<file path="config.mk">
export PLATFORM = sky130hd
export DESIGN_NAME = hyperbus_cfg_regs_shadow
export DESIGN_NICKNAME = d
export VERILOG_FILES = /design/src/rtl/hyperbus_cfg_regs_shadow.sv
export SDC_FILE = /design/constraint.sdc
export NUM_CORES = 1
export LEC_CHECK = 0
export ABC_AREA = 1
export CORE_MARGIN = 2
export CORE_UTILIZATION = 50
export CTS_CLUSTER_DIAMETER = 40
export DETAILED_ROUTE_END_ITERATION = 10
export PLACE_DENSITY = 0.78
export SLEW_MARGIN = 20
export SYNTH_ARGS = -nofsm -noshare
export SYNTH_HDL_FRONTEND = slang
export SYNTH_SLANG_ARGS = --single-unit
export TNS_END_PERCENT = 20
</file>
<file path="constraint.sdc">
create_clock -name clk_i -period 4.25 [get_ports clk_i]
set_input_delay 0.6375 -clock clk_i [delete_from_list [all_inputs] [get_ports clk_i]]
set_output_delay 0.6375 -clock clk_i [all_outputs]
set_load 0.005 [all_outputs]
</file>
<file path="src/rtl/hyperbus_cfg_regs_shadow.sv">
// HyperBus configuration register file with a shadow copy written by software and an
// active copy driven to the controller, swapped atomically once the PHY is idle.
package hyperbus_cfg_pkg;
  typedef struct packed {
    logic [31:0] addr;
    logic        write;
    logic [31:0] wdata;
    logic [3:0]  wstrb;
    logic        valid;
  } reg_req_t;

  typedef struct packed {
    logic [31:0] rdata;
    logic        error;
    logic        ready;
  } reg_rsp_t;

  typedef struct packed {
    logic [31:0] idx;
    logic [31:0] start_addr;
    logic [31:0] end_addr;
  } rule_t;

  typedef struct packed {
    logic [3:0]  t_latency_access;
    logic        en_latency_additional;
    logic [15:0] t_burst_max;
    logic [3:0]  t_read_write_recovery;
    logic [3:0]  t_rx_clk_delay;
    logic [3:0]  t_tx_clk_delay;
    logic [4:0]  address_mask_msb;
    logic        address_space;
    logic        phys_in_use;
    logic        which_phy;
  } hyper_cfg_t;
endpackage

module hyperbus_cfg_regs_shadow #(
  parameter int unsigned NumChips      = 2,
  parameter int unsigned NumPhys       = 1,
  parameter int unsigned RegAddrWidth  = 32,
  parameter int unsigned RegDataWidth  = 32,
  parameter int unsigned CommitTimeout = 1024,
  parameter type reg_req_t = hyperbus_cfg_pkg::reg_req_t,
  parameter type reg_rsp_t = hyperbus_cfg_pkg::reg_rsp_t,
  parameter type rule_t    = hyperbus_cfg_pkg::rule_t,
  parameter logic [RegAddrWidth-1:0] RstChipBase  = '0,
  parameter logic [RegAddrWidth-1:0] RstChipSpace = 'h400_0000
) (
  input  logic                         clk_i,
  input  logic                         rst_ni,
  input  reg_req_t                     reg_req_i,
  output reg_rsp_t                     reg_rsp_o,
  output hyperbus_cfg_pkg::hyper_cfg_t cfg_o,
  output rule_t                        chip_rules_o [NumChips],
  input  logic                         trans_active_i,
  output logic                         cfg_hold_o,
  output logic                         cfg_updated_o,
  output logic                         commit_err_o
);

  localparam int unsigned NumRegs  = 10 + 2 * NumChips;
  localparam int unsigned IdxW     = $clog2(NumRegs + 3);
  localparam int unsigned ByteOffW = $clog2(RegDataWidth / 8);
  localparam int unsigned StrbW    = RegDataWidth / 8;
  localparam int unsigned TimerW   = $clog2(CommitTimeout);
  localparam logic [IdxW-1:0] DataEnd   = IdxW'(NumRegs);
  localparam logic [IdxW-1:0] StatusIdx = IdxW'(NumRegs);
  localparam logic [IdxW-1:0] CommitIdx = IdxW'(NumRegs + 1);
  localparam logic [IdxW-1:0] CtrlIdx   = IdxW'(NumRegs + 2);

  typedef enum logic [1:0] {StIdle, StWait, StApply} state_e;

  function automatic logic [RegDataWidth-1:0] field_mask(input int unsigned i);
    logic [RegDataWidth-1:0] m;
    m = '0;
    case (i)
      0, 3, 4, 5: m[3:0]  = '1;
      1, 7:       m[0]    = 1'b1;
      2:          m[15:0] = '1;
      6:          m[4:0]  = '1;
      8, 9:       m[0]    = (NumPhys > 1);
      default:    m       = '1;
    endcase
    return m;
  endfunction

  function automatic logic [RegDataWidth-1:0] rst_val(input int unsigned i);
    logic [RegAddrWidth-1:0] a;
    a = '0;
    if (i >= 10) begin
      a = RstChipBase + RstChipSpace * RegAddrWidth'((i - 10) / 2);
      if (i % 2 == 1) a = a + RstChipSpace;
    end
    case (i)
      0, 3:    return RegDataWidth'(6);
      1, 7:    return '0;
      2:       return RegDataWidth'(350);
      4, 5:    return RegDataWidth'(8);
      6:       return RegDataWidth'(25);
      8, 9:    return RegDataWidth'(NumPhys - 1);
      default: return RegDataWidth'(a);
    endcase
  endfunction

  logic [RegDataWidth-1:0] shadow_q [NumRegs];
  logic [RegDataWidth-1:0] active_q [NumRegs];
  logic                    auto_commit_q, commit_err_q, cfg_updated_q;
  logic [TimerW-1:0]       timer_q;
  state_e                  state_q, state_d;

  logic [IdxW-1:0]         idx;
  logic [RegDataWidth-1:0] bmask, rdata;
  logic is_data, is_bad, req_wr, wr_stall, shadow_we, ctrl_we, commit_we;
  logic commit_req, err_clr, err_set, diff;

  logic unused_addr;
  assign unused_addr = ^{reg_req_i.addr[ByteOffW-1:0], reg_req_i.addr[RegAddrWidth-1:ByteOffW+IdxW]};

  // Request decode: stalls only apply to registers the commit copies or controls.
  always_comb begin
    idx       = reg_req_i.addr[ByteOffW +: IdxW];
    is_data   = idx < DataEnd;
    is_bad    = idx > CtrlIdx;
    req_wr    = reg_req_i.valid && reg_req_i.write;
    wr_stall  = req_wr && (is_data || idx == CtrlIdx) && (state_q != StIdle);
    shadow_we = req_wr && is_data && (state_q == StIdle);
    ctrl_we   = req_wr && (idx == CtrlIdx) && (state_q == StIdle);
    commit_we = req_wr && (idx == CommitIdx);
    commit_req = (commit_we && reg_req_i.wdata[0]) || (shadow_we && auto_commit_q);
    err_clr   = commit_we && reg_req_i.wdata[1];
    bmask = '0;
    for (int b = 0; b < StrbW; b++) bmask[8*b +: 8] = {8{reg_req_i.wstrb[b]}};
  end

  always_comb begin
    rdata = '0;
    diff  = 1'b0;
    for (int i = 0; i < NumRegs; i++) begin
      diff = diff | (shadow_q[i] != active_q[i]);
      if (idx == IdxW'(i)) rdata = shadow_q[i];
    end
    if (idx == StatusIdx) rdata[2:0] = {commit_err_q, diff, state_q != StIdle};
    if (idx == CtrlIdx)   rdata[0]   = auto_commit_q;
  end

  always_comb begin
    reg_rsp_o       = '0;
    reg_rsp_o.rdata = rdata;
    reg_rsp_o.error = reg_req_i.valid && is_bad;
    reg_rsp_o.ready = !wr_stall;
  end

  // Commit sequencing: hold the controller, wait for idle, then copy in one cycle.
  always_comb begin
    state_d = state_q;
    err_set = 1'b0;
    case (state_q)
      StIdle: if (commit_req) state_d = StWait;
      StWait: begin
        if (!trans_active_i && timer_q != '0) begin
          state_d = StApply;
        end else if (timer_q == TimerW'(CommitTimeout - 1)) begin
          state_d = StIdle;
          err_set = 1'b1;
        end
      end
      StApply: state_d = StIdle;
      default: state_d = StIdle;
    endcase
  end

  always_ff @(posedge clk_i or negedge rst_ni) begin
    if (!rst_ni) begin
      state_q       <= StIdle;
      timer_q       <= '0;
      auto_commit_q <= 1'b0;
      commit_err_q  <= 1'b0;
      cfg_updated_q <= 1'b0;
      for (int i = 0; i < NumRegs; i++) begin
        shadow_q[i] <= rst_val(i);
        active_q[i] <= rst_val(i);
      end
    end else begin
      state_q       <= state_d;
      timer_q       <= (state_q == StWait) ? timer_q + 1'b1 : '0;
      cfg_updated_q <= (state_q == StApply);
      if (ctrl_we) auto_commit_q <= reg_req_i.wdata[0];
      if (err_set)      commit_err_q <= 1'b1;
      else if (err_clr) commit_err_q <= 1'b0;
      for (int i = 0; i < NumRegs; i++) begin
        if (shadow_we && idx == IdxW'(i))
          shadow_q[i] <= ((shadow_q[i] & ~bmask) | (reg_req_i.wdata & bmask)) & field_mask(i);
        if (state_q == StApply) active_q[i] <= shadow_q[i];
      end
    end
  end

  assign cfg_hold_o    = (state_q != StIdle);
  assign cfg_updated_o = cfg_updated_q;
  assign commit_err_o  = commit_err_q;

  assign cfg_o.t_latency_access      = active_q[0][3:0];
  assign cfg_o.en_latency_additional = active_q[1][0];
  assign cfg_o.t_burst_max           = active_q[2][15:0];
  assign cfg_o.t_read_write_recovery = active_q[3][3:0];
  assign cfg_o.t_rx_clk_delay        = active_q[4][3:0];
  assign cfg_o.t_tx_clk_delay        = active_q[5][3:0];
  assign cfg_o.address_mask_msb      = active_q[6][4:0];
  assign cfg_o.address_space         = active_q[7][0];
  assign cfg_o.phys_in_use           = active_q[8][0];
  assign cfg_o.which_phy             = active_q[9][0];

  logic [NumRegs-1:0] unused_active_bits;
  for (genvar r = 0; r < NumRegs; r++) begin : g_unused
    assign unused_active_bits[r] = ^active_q[r];
  end

  for (genvar c = 0; c < NumChips; c++) begin : g_rules
    assign chip_rules_o[c].idx        = 32'(c);
    assign chip_rules_o[c].start_addr = active_q[10 + 2*c];
    assign chip_rules_o[c].end_addr   = active_q[11 + 2*c];
  end

endmodule

</file>
# Yosys cells after proc, flatten, opt, wreduce, memory -nomap -nowiden
# Index checks and enable logic that the tools add are counted.
classes:
  add_sub_neg: 1
  magnitude_cmp: 2
  eq_ne: 35
  mux: 50
  bitwise: 57
  n_reduce_logical: 37
op_table:
  columns: ["op", "n"]
  rows:
  - ["$and A32 B32 Y32", 29]
  - ["$mux W32", 18]
  - ["$ne A32 B32 Y1", 14]
  - ["$or A32 B32 Y32", 14]
  - ["$mux W31", 4]
  - ["$mux W28", 4]
  - ["$eq A5 B4 Y1 const B", 8]
  - ["$mux W16", 2]
  - ["$not A32 Y32", 1]
  - ["$logic_and A1 B1 Y1", 27]
  - ["$mux W27", 1]
  - ["$eq A5 B3 Y1 const B", 4]
  - ["$mux W4", 4]
  - ["$or A1 B1 Y1", 13]
  - ["$add A10 B1 Y10 const B", 1]
  - ["$eq A10 B10 Y1 const B", 1]
  - ["$eq A5 B2 Y1 const B", 2]
  - ["$mux W1", 10]
  - ["$mux W10", 1]
  - ["$reduce_bool A10 Y1", 1]
  - ["$mux W2", 3]
  - ["$eq A5 B1 Y1 const B", 1]
  - ["$eq A5 B5 Y1 const B", 1]
  - ["$gt A5 B5 Y1 const B", 1]
  - ["14 further kinds", 17]
word_totals:
  regBits: 911
  in_bits: 73
  out_inout_bits: 270
  wordCells: 215

# Longest topological paths before layout
depth:
  depth_word: 17
  mapped_depth: 14
  ltp_nobuf: 13

# Worst setup path after synthesis
# No wires, ideal clock.
synth_timing:
  path_kind: "input to output"
  from: "in reg_req_i[44] (netlist name)"
  to: "out reg_rsp_o[4] (netlist name)"
  arrival_time_ps: 1719
  t_required_ps: 3612
  slack_ps: 1893
  cell_stages: 14
  path_buffers: 1
  cell_sequence: "buf_6 > inv_2 > nand2_1 > nor2_1 > inv_1 > nor2_2 > inv_2 > o21ai_0 > inv_1 > nand3_1 > nand2_1 > nand2_1 > nand2_1 > nand4_1"
synth_rtl:
  columns: ["item", "line_no", "text"]
  rows:
  - ["from (decl)", "52", "input reg_req_t reg_req_i,"]
  - ["to (decl)", "53", "output reg_rsp_t reg_rsp_o,"]

==> results.yml <==
clocking:
  cts_setup_buffers: 0
  postCtsHoldBufs: 0
  cts_root_buffer: "clkbuf_16"
  clkTransAtPathRegs_ns: 0.05
  cts_resized: 0
  clk_path_buf_depth: 3
  clk_latency_ns: 0.54
  htreeDepth: 2
  clock_sinks: 349
  cts_tree: "built"
  cts_buffers: 46
detailed_routing:
  num_vias: 14100
  drt_iter0_markers: 1252
  drt-pass1-iter-count: 5
  postRouteAntennaNets: 0
  wl_per_cell_um: 18.2
  drcViolationCount: 0
  wl_mm: 48.9
  via_per_inst: 5.27
  met3_length_mm: 4.26
  met2WireLength_mm: 22.9
  wl_met1_mm: 19.9
  highest_layer: "met4"
worst_setup_path:
  worstReg2RegStart: "state_q[1]"
  path_buf_inv: 4
  crit_required_ns: 3.61
  reg2reg_depth: 5
  max_stage_delay_ns: 0.52
  cp_cell_sequence: "clkdlybuf4s50_1 > nor2_1 > inv_2 > nor2_4 > inv_2 > nor2_1 > nor2_1 > nand2_1 > clkdlybuf4s50_1"
  critical_path.top_delay_family: "buffers and inverters"
  r2r_setup_slack_ns: 2.17
  cp-start-kind: "input pin"
  arrival_ns: 3.27
  r2r-end: "chip_rules_o[153]"
  cpMostUsedCell: "nor2_1"
  endpoint_kind: "output pin"
  cp_max_fo: 15
  critPathSlowestCell: "clkdlybuf4s50_1"
  crit_type: "in -> out"
sta:
  hold_violations: 0
  max_freq_ghz: 0.256
  max_slew_margin_pct: 33.9
  worst_pin_slew_ns: 0.992
  skew_ns: 0.0232
  setup_ws_ns: 0.347
  fin_setup_tns_ns: 0
  min_period_ns: 3.90
  slew_viol_final: 0
  setup_viol: 0
  fin_crit_sh_pct: 91.8
  rsz0062_at_grt: "no"
floorplanning:
  fp.dieH_um: 189
  design.die.area_um2: 35800
  rows: 67
  core_um2: 33600
  pin_count: 343
  dieWidth_um: 189
  initial_core_util_pct: 51.0
placement:
  io_buffers: 249
  gp_congestion: 0.932
  post-place-ws_ns: 0.394
  dp_hpwl_mm: 34.8
pwr:
  power_density_nw_per_um2: 451
  finalPower_w: 0.00966
  ir_worst_vdd_mv: 0.298
  power_leakage_nw: 10.0
cells_and_area:
  syn_to_final_growth_pct: 25.0
  fin_nets: 2271
  layout-drive-gt1-share_pct: 10.8
global_route:
  globalRouteTotalUtil_pct: 27.4
  overflow: 0
  antenna_found_initial: 1
  grt_first_pass_wirelength_mm: 76.1
  grt_pass1_vias: 13600
  grt_max_degree: 123
worst_hold_path:
  min-delay-path-class: "in -> async"
synthesis:
  synth_area_per_cell_um2: 8.77
  netlist.area_leader.share_pct: 45.7
  synth_top_cell_by_area: "dfrtp_1"
  synthDistinctLibCells: 42
  synth_seq_cells: 349
  synth_cells: 1955
  yosysSeqAreaShare_pct: 51.2
  synth.area.top_cells: "dfrtp_1, nand2_1, dfstp_2"
  synth_edf_count: 0
  yosysWarnings: 0
  async_reset_ff_share_pct: 100
  synthFlopType: "dfrtp_1"
  synth_area_um2: 17200
status:
  status: "finished, final reports clean"
run:
  drv_cap: 0
## worst max-delay path by stage
stage / start / to / depth (start not counted)
2_1_floorplan: reg_req_i[44] / reg_rsp_o[4] / 14
3_3_place_gp: reg_req_i[41] / reg_rsp_o[5] / 9
3_5_place_dp: reg_req_i[41] / reg_rsp_o[5] / 9
4_1_cts: reg_req_i[41] / reg_rsp_o[5] / 9
5_1_grt: reg_req_i[44] / reg_rsp_o[4] / 15
6_report: reg_req_i[41] / reg_rsp_o[5] / 9
## cells in the final DEF (no fill, tap or decap), drive strengths merged
master / Yosys / final
a21oi: 40 / 40
a31oi: 3 / 3
a41oi: 1 / 1
and3: 1 / 1
buf: 98 / 15
bufinv: 0 / 8
clkbuf: 36 / 56
clkdlybuf4s50: 0 / 248
clkinv: 1 / 11
clkinvlp: 0 / 5
conb: 2 / 66
dfrtp: 313 / 313
dfstp: 36 / 36
diode: 0 / 1
ha: 2 / 2
inv: 173 / 178
nand2: 599 / 599
nand3: 18 / 18
nand3b: 1 / 1
nand4: 23 / 23
nor2: 68 / 68
nor3: 34 / 34
nor4: 2 / 2
o2111ai: 1 / 1
o21a: 1 / 1
o21ai: 298 / 298
o221ai: 3 / 3
o22ai: 32 / 32
o31ai: 1 / 1
or2: 2 / 2
xnor2: 99 / 99
xor2: 67 / 67
## worst reg2reg max path, delay by kind of cell, from the launching register on
| family | cells | cell delay [ns] |
|---|---|---|
| buffers and inverters | 3 | 1.29 |
| AO/OA/AOI/OAI | 1 | 0.19 |
| AND/OR/NAND/NOR | 1 | 0.06 |
| flip-flops | 1 | 0.40 |
## Yosys cell counts, types with 23 or more instances
library cell / n
nand2_1: 581
nor2_1: 49
nand4_1: 23
inv_1: 159
xor2_1: 67
dfrtp_1: 313
xnor2_1: 99
o21ai_0: 183
clkbuf_1: 36
o22ai_1: 32
o21ai_1: 59
a21oi_1: 40
nor3_1: 34
dfstp_2: 36
buf_4: 69
o21ai_2: 56
## per-layer routing
layer	track usage (%)	vias to the layer above
met4	10.8	0
met2	43.6	596
met1	36.1	6778
li1	-	6630
met5	0	-
met3	6.86	113
## power by group
group / switching [W] / leakage, nW / internal, W
clock network: 0.00154 / 0.800 / 0.00261
registers: 0.000307 / 4.61 / 0.00363
logic: 0.000854 / 4.60 / 0.000734
total: 0.00270 / 10.0 / 0.00697
## stage by stage
step | util (%) | instance area [um2] | instances | hold WS [ns]
floorplan | - | 17400 | 2019 | 0.342
global placement | 58.8 | 19800 | 2596 | 0.466
detailed placement | 58.8 | 19800 | 2596 | 0.474
CTS | 63.8 | 21400 | 2680 | 0.255
global route | 63.8 | 21400 | 2681 | 0.275
finish | 63.8 | 21400 | 2681 | 0.194
## area by class of cell
cell class                 instances  area [um2]
fill                            2678       12200
sequential                       349        8780
multi-input combinational       1362        7100
timing repair buffer             263        2680
clock buffer                      56        1250
inverter                         174         661
tap                              448         561
clock inverter                    28         410
antenna                            1        2.50
## logic make-up after synthesis
group | count (synthesis) | synth area share [%]
buffers and inverters | 308 | 8.87
flip-flops | 349 | 51.2
AND/OR/NAND/NOR | 748 | 18.6
XOR/XNOR | 166 | 8.48
AO/OA/AOI/OAI | 380 | 12.7
adder cells (fa/ha/maj) | 2 | 0.146
other | 2 | 0.0438
Note: power is estimated with default switching activity, not from simulation.
